### src/rtl/fifo_arb_pkg.sv
// Shared definitions for the FIFO push-port arbiter.
//   DATA_WIDTH  : default FIFO data width
//   ADDR_WIDTH  : FIFO address width used by the surrounding FIFO
//   arb_state_e : arbiter FSM state encoding
package fifo_arb_pkg;

  localparam int unsigned DATA_WIDTH = 8;
  localparam int unsigned ADDR_WIDTH = 4;

  typedef enum logic [0:0] {
    ARB_IDLE  = 1'b0,
    ARB_GRANT = 1'b1
  } arb_state_e;

endpackage

### src/rtl/fifo_arb_rr_pick.sv
// Round-robin requester search: first set bit of req at or after rr_ptr,
// wrapping modulo NUM_REQ.
//   req    in  : per-producer request bits
//   rr_ptr in  : search start index (< NUM_REQ)
//   found  out : any request bit set
//   idx    out : selected requester index (0 when !found)
module fifo_arb_rr_pick #(
  parameter int unsigned NUM_REQ = 4
) (
  input  logic [NUM_REQ-1:0]         req,
  input  logic [$clog2(NUM_REQ)-1:0] rr_ptr,
  output logic                       found,
  output logic [$clog2(NUM_REQ)-1:0] idx
);

  localparam int unsigned IDX_W = $clog2(NUM_REQ);

  // Walk offsets 0..NUM_REQ-1 from rr_ptr; first hit wins.
  always_comb begin
    int unsigned cand;
    found = 1'b0;
    idx   = '0;
    cand  = 0;
    for (int unsigned k = 0; k < NUM_REQ; k++) begin
      cand = 32'(rr_ptr) + k;
      if (cand >= NUM_REQ) cand = cand - NUM_REQ;
      if (!found && req[IDX_W'(cand)]) begin
        found = 1'b1;
        idx   = IDX_W'(cand);
      end
    end
  end

endmodule

### src/rtl/fifo_push_arb.sv
// Round-robin arbiter sharing one FIFO push port between NUM_REQ producers.
// A producer holds the port for a tenure of up to MAX_BURST beats, ending
// early on req_last or when it drops req.
//   clk, rst_n        : clock, async active-low reset
//   req/req_data/req_last : per-producer beat valid, data, end-of-packet
//   gnt               : one-hot beat accept (same-cycle, combinational)
//   push, data_in     : FIFO write strobe and data (data_in holds when idle)
//   full              : FIFO full, stalls the current beat
//   push_err_on_full  : FIFO overflow flag, counted into err_cnt
//   owner, busy       : current grant holder and tenure-active flag
//   err_cnt           : saturating overflow-cycle count
module fifo_push_arb #(
  parameter int unsigned NUM_REQ    = 4,
  parameter int unsigned DATA_WIDTH = fifo_arb_pkg::DATA_WIDTH,
  parameter int unsigned MAX_BURST  = 4
) (
  input  logic                          clk,
  input  logic                          rst_n,
  input  logic [NUM_REQ-1:0]            req,
  input  logic [NUM_REQ*DATA_WIDTH-1:0] req_data,
  input  logic [NUM_REQ-1:0]            req_last,
  output logic [NUM_REQ-1:0]            gnt,
  output logic                          push,
  output logic [DATA_WIDTH-1:0]         data_in,
  input  logic                          full,
  input  logic                          push_err_on_full,
  output logic [$clog2(NUM_REQ)-1:0]    owner,
  output logic                          busy,
  output logic [7:0]                    err_cnt
);

  import fifo_arb_pkg::*;

  localparam int unsigned IDX_W  = $clog2(NUM_REQ);
  localparam int unsigned BEAT_W = (MAX_BURST > 1) ? $clog2(MAX_BURST) : 1;

  arb_state_e            state_q, state_d;
  logic [IDX_W-1:0]      owner_q, owner_d;
  logic [IDX_W-1:0]      rr_q, rr_d;
  logic [BEAT_W-1:0]     beat_q, beat_d;
  logic [7:0]            err_q, err_d;
  logic [DATA_WIDTH-1:0] data_q, data_d;

  logic                  pick_found;
  logic [IDX_W-1:0]      pick_idx;
  logic [NUM_REQ-1:0]    gnt_c;
  logic                  push_c;
  logic [DATA_WIDTH-1:0] owner_data;
  logic [IDX_W-1:0]      owner_nxt;

  fifo_arb_rr_pick #(
    .NUM_REQ (NUM_REQ)
  ) u_pick (
    .req    (req),
    .rr_ptr (rr_q),
    .found  (pick_found),
    .idx    (pick_idx)
  );

  // Owner's beat data and the round-robin successor of the owner.
  assign owner_data = req_data[32'(owner_q) * DATA_WIDTH +: DATA_WIDTH];
  assign owner_nxt  = (owner_q == IDX_W'(NUM_REQ - 1)) ? '0 : owner_q + IDX_W'(1);

  // State register and datapath registers.
  always_ff @(posedge clk or negedge rst_n) begin
    if (!rst_n) begin
      state_q <= ARB_IDLE;
      owner_q <= '0;
      rr_q    <= '0;
      beat_q  <= '0;
      err_q   <= '0;
      data_q  <= '0;
    end else begin
      state_q <= state_d;
      owner_q <= owner_d;
      rr_q    <= rr_d;
      beat_q  <= beat_d;
      err_q   <= err_d;
      data_q  <= data_d;
    end
  end

  // Next-state and same-cycle beat acceptance.
  always_comb begin
    state_d = state_q;
    owner_d = owner_q;
    rr_d    = rr_q;
    beat_d  = beat_q;
    data_d  = data_q;
    gnt_c   = '0;
    push_c  = 1'b0;

    unique case (state_q)
      ARB_IDLE: begin
        if (pick_found) begin
          owner_d = pick_idx;
          beat_d  = '0;
          state_d = ARB_GRANT;
        end
      end
      ARB_GRANT: begin
        if (!req[owner_q]) begin
          // Owner withdrew: end the tenure without a push.
          state_d = ARB_IDLE;
          rr_d    = owner_nxt;
        end else if (!full) begin
          gnt_c[owner_q] = 1'b1;
          push_c         = 1'b1;
          data_d         = owner_data;
          if (req_last[owner_q] || (beat_q == BEAT_W'(MAX_BURST - 1))) begin
            state_d = ARB_IDLE;
            rr_d    = owner_nxt;
          end else begin
            beat_d = beat_q + BEAT_W'(1);
          end
        end
      end
      default: state_d = ARB_IDLE;
    endcase
  end

  // Saturating overflow counter.
  always_comb begin
    err_d = err_q;
    if (push_err_on_full && (err_q != 8'hFF)) err_d = err_q + 8'd1;
  end

  assign gnt     = gnt_c;
  assign push    = push_c;
  assign data_in = push_c ? owner_data : data_q;
  assign busy    = (state_q == ARB_GRANT);
  assign owner   = owner_q;
  assign err_cnt = err_q;

endmodule
### config.mk
export PLATFORM = sky130hd
export DESIGN_NAME = fifo_push_arb
export DESIGN_NICKNAME = d
export VERILOG_FILES = /design/src/rtl/fifo_arb_pkg.sv /design/src/rtl/fifo_arb_rr_pick.sv /design/src/rtl/fifo_push_arb.sv
export SDC_FILE = /design/constraint.sdc
export NUM_CORES = 1
export LEC_CHECK = 0
export CORE_UTILIZATION = 38
export CTS_CLUSTER_SIZE = 24
export DETAILED_ROUTE_END_ITERATION = 8
export PLACE_DENSITY = 0.77
export SLEW_MARGIN = 20
export SYNTH_ARGS = -nofsm -noshare
export SYNTH_HDL_FRONTEND = slang
export SYNTH_SLANG_ARGS = --single-unit
### constraint.sdc
create_clock -name clk -period 2.1 [get_ports clk]
set_input_delay 0.42 -clock clk [delete_from_list [all_inputs] [get_ports clk]]
set_output_delay 0.42 -clock clk [all_outputs]
set_load 0.01 [all_outputs]
==> impl_results.md <==
- Clock transition at the registers of the reported paths: 0.09 ns
- Placer congestion estimate: 0.859
- Setup-failing EPs final: 13
- Final hold vios: 0
- GRT Util Overall: 19.2%
- Detailed Route Iter0 Violations: 31
- Final WL: 3850 um
- DRT Pass-1 Iters: 4
- Count leader, synth: dfrtp_1
- Register area share after synthesis: 37.8%
- FMAX: 0.430 GHz
- Comb power frac: 64.4%
- Max cap viols: 0
- Syn Std Cell Area: 1520 um^2
- Status: finished, violations left
- Cell total after placement: 252
- Worst clock skew: 0.00439 ns
- Finished Layout Cells: 262
- CP max FO: 6
- Worst R2R Path Depth: 7
- Initial antenna violation count: 0
- Worst Setup Path Type: register to primary output
- Proportion of layout cells with a drive suffix above 1: 31.8%
- Main synth FF type: dfrtp_1
- Net count after synthesis: 172
- Failing checks: setup timing
- Die area: 4260 um^2
- Min-Delay Path Depth: 1
- Final Worst Setup Slack: -0.226 ns
- Unrepaired setup endpoints after global routing: yes
- Hold Worst Slack: 0.495 ns
- Sequential power share: 26.6%
- Synth area leaders: dfrtp_1, mux4_2, mux2_4
- Largest net degree at the start of global routing: 24
- PortBufs: 67
- Most common library cells after synthesis: dfrtp_1, mux2_2, mux2_4
- Critical path arrival: 1.91 ns
- Rel. slew slack: 63.7%
- Crit path launch type: register
- CTS Buf Count: 3
- DR vias/cell: 5.11
- Slew Limit Fails: 0
- PD cells: 1260 nW/um^2
- WL per Instance: 14.7 um
- Yosys top cell by area: dfrtp_1
- Critical path launch point: owner[0]
- Ant diodes: 0
- ANT nets after route: 0
- Most used routing layer: met2
- Grt met3 use: 4.17%
- Clk sinks: 23
- CORE AREA: 3740 um^2
- Dpl ws: -0.688 ns
- P_leak: 1.15 nW
- P&R area growth vs syn: 64.3%
- Req. time, crit path: 1.68 ns
- Initial Utilization: 40.6%
- Ys Warns: 0
- Final nets: 265
- GRT met1 Usage: 23.0%
- Grt met2 use: 34.3%
- Post-synth top area share: 37.8%
- Hold path startpoint: beat_q[0]
- Vias in the first global route: 1338
- IO Count: 68
- Die Height: 65.3 um
- Distinct cells, synth: 33
- EDFF count, synth: 0
- Post-DP HPWL: 2920 um
- First-pass GRT wire length: 6240 um
- Hold_buf cts: 0
- Crit share post-route: 111%
- CTS tree: done
- Avg Inst Size Synth: 12.5 um^2
- Max Root-Sink Buffers: 2
- Tmin final: 2.33 ns
- H-tree levels: 1
- Endpoint class of the critical path: primary output
- Asr flop ratio synth: 100%
- # DRC: 0
- Synthesized netlist cell count: 122
- Slew @ Worst Pin: 0.541 ns
- Internal power: 2.04 mW
- Max IR drop VDD: 747 uV
- Clock latency on the worst-skew pair: 0.26 ns
- Flop-to-flop setup slack: 0.12 ns
- CTS root buffer: clkbuf_8
- Via count: 1340
- Global route overflow: 0
- Rows: 22
- Clk pwr share: 9.0%
- Switch share: 35.3%
- #FFs+latches synth: 23
- Hold Path Class: register to register
- Die width: 65.3 um
- Worst reg2reg path startpoint: owner[0]
- Switch Pwr: 1.11 mW
what timing repair did:
action	CTS	global route
setup endpoints to repair	13	13
endpoints found under the hold margin	0	0
gates resized for setup	58	1
cloned	0	0
pin swaps	1	1
setup buffers	7	2
path summary, 6_finish.rpt:
| path | to |
|---|---|
| worst max-delay path | data_in[5] |
| worst min-delay path | beat_q[0] |
| worst max register to register | data_q[4] |
| worst min register to register | beat_q[0] |
| max in group asynchronous | owner[0] |
| min in group asynchronous | data_q[4] |
cell usage in the layout, fill, tap and decap left out, types with 2 or more instances in the layout:
master	instances
clkdlybuf4s50_1	50
dfrtp_1	22
buf_4	20
mux2_2	11
buf_6	11
mux2_4	9
dlygate4sd2_1	8
mux4_2	7
nor2_1	7
xor2_1	6
nand2_1	6
ha_1	6
mux2i_1	5
and3_1	4
inv_1	4
nand3_1	4
nor2b_1	3
nand2b_1	3
nor3_1	3
clkbuf_8	3
mux4_1	2
o21ai_0	2
buf_12	2
critical path, cell delays in order (launching register included):
cell and delay, ns:
dfrtp_2 0.41, mux4_2 0.59, nand2_8 0.10, buf_12 0.12, mux2_4 0.30, buf_6 0.12
routing by layer:
| metal | vias up | wire length, um |
|---|---|---|
| met5 | - | 0 |
| met1 | 648 | 1660 |
| met4 | 0 | 36 |
| li1 | 633 | - |
| met3 | 5 | 262 |
| met2 | 54 | 1890 |
final cells by class:
class / instances / area, um^2
sequential: 23 / 577
inverter: 5 / 18.8
clock inverter: 1 / 5.00
tap: 48 / 60.1
clock buffer: 3 / 41.3
timing repair buffer: 91 / 885
multi-input combinational: 91 / 913
fill: 284 / 1240
cells by family (layout without fill, tap and decap cells):
family                     count (synthesis)  after routing  share of synthesized area (%)
buffers and inverters                      8            100                           2.71
and+or+nand+nor                           35             35                           12.3
adders and majority gates                  6              6                           4.93
AOI/OAI and AO/OA                          9              9                           4.11
xor gates and xnor gates                   7              7                           4.03
muxes                                     34             34                           34.1
DFF                                       23             23                           37.8
stage by stage:
step           cell area [um^2]  setup TNS, ns  power (mW)  utilization [%]
2_1_floorplan              1520              0        1.90                -
3_3_place_gp               2380          -8.43        2.70             63.5
3_5_place_dp               2380          -8.69        2.76             63.5
4_1_cts                    2490          -2.81        3.16             66.6
5_1_grt                    2500          -3.42        3.38             66.8
6_report                   2500          -2.60        3.15             66.8
state kept, by name, summed over array words and instances, names as in the netlist:
signal	count
beat_q	2
busy	1
data_q	8
err_cnt	8
owner	2
rr_q	2
power by group through the flow:
stage | Sequential [mW] | Combinational, mW | Clock, mW
after CTS | 0.837 | 2.04 | 0.287
after floorplan | 0.874 | 1.03 | 0
after global placement | 0.832 | 1.86 | 0
after detailed placement | 0.848 | 1.92 | 0
after global routing | 0.863 | 2.20 | 0.310
final | 0.839 | 2.03 | 0.282
(Power assumes the default switching activity.)
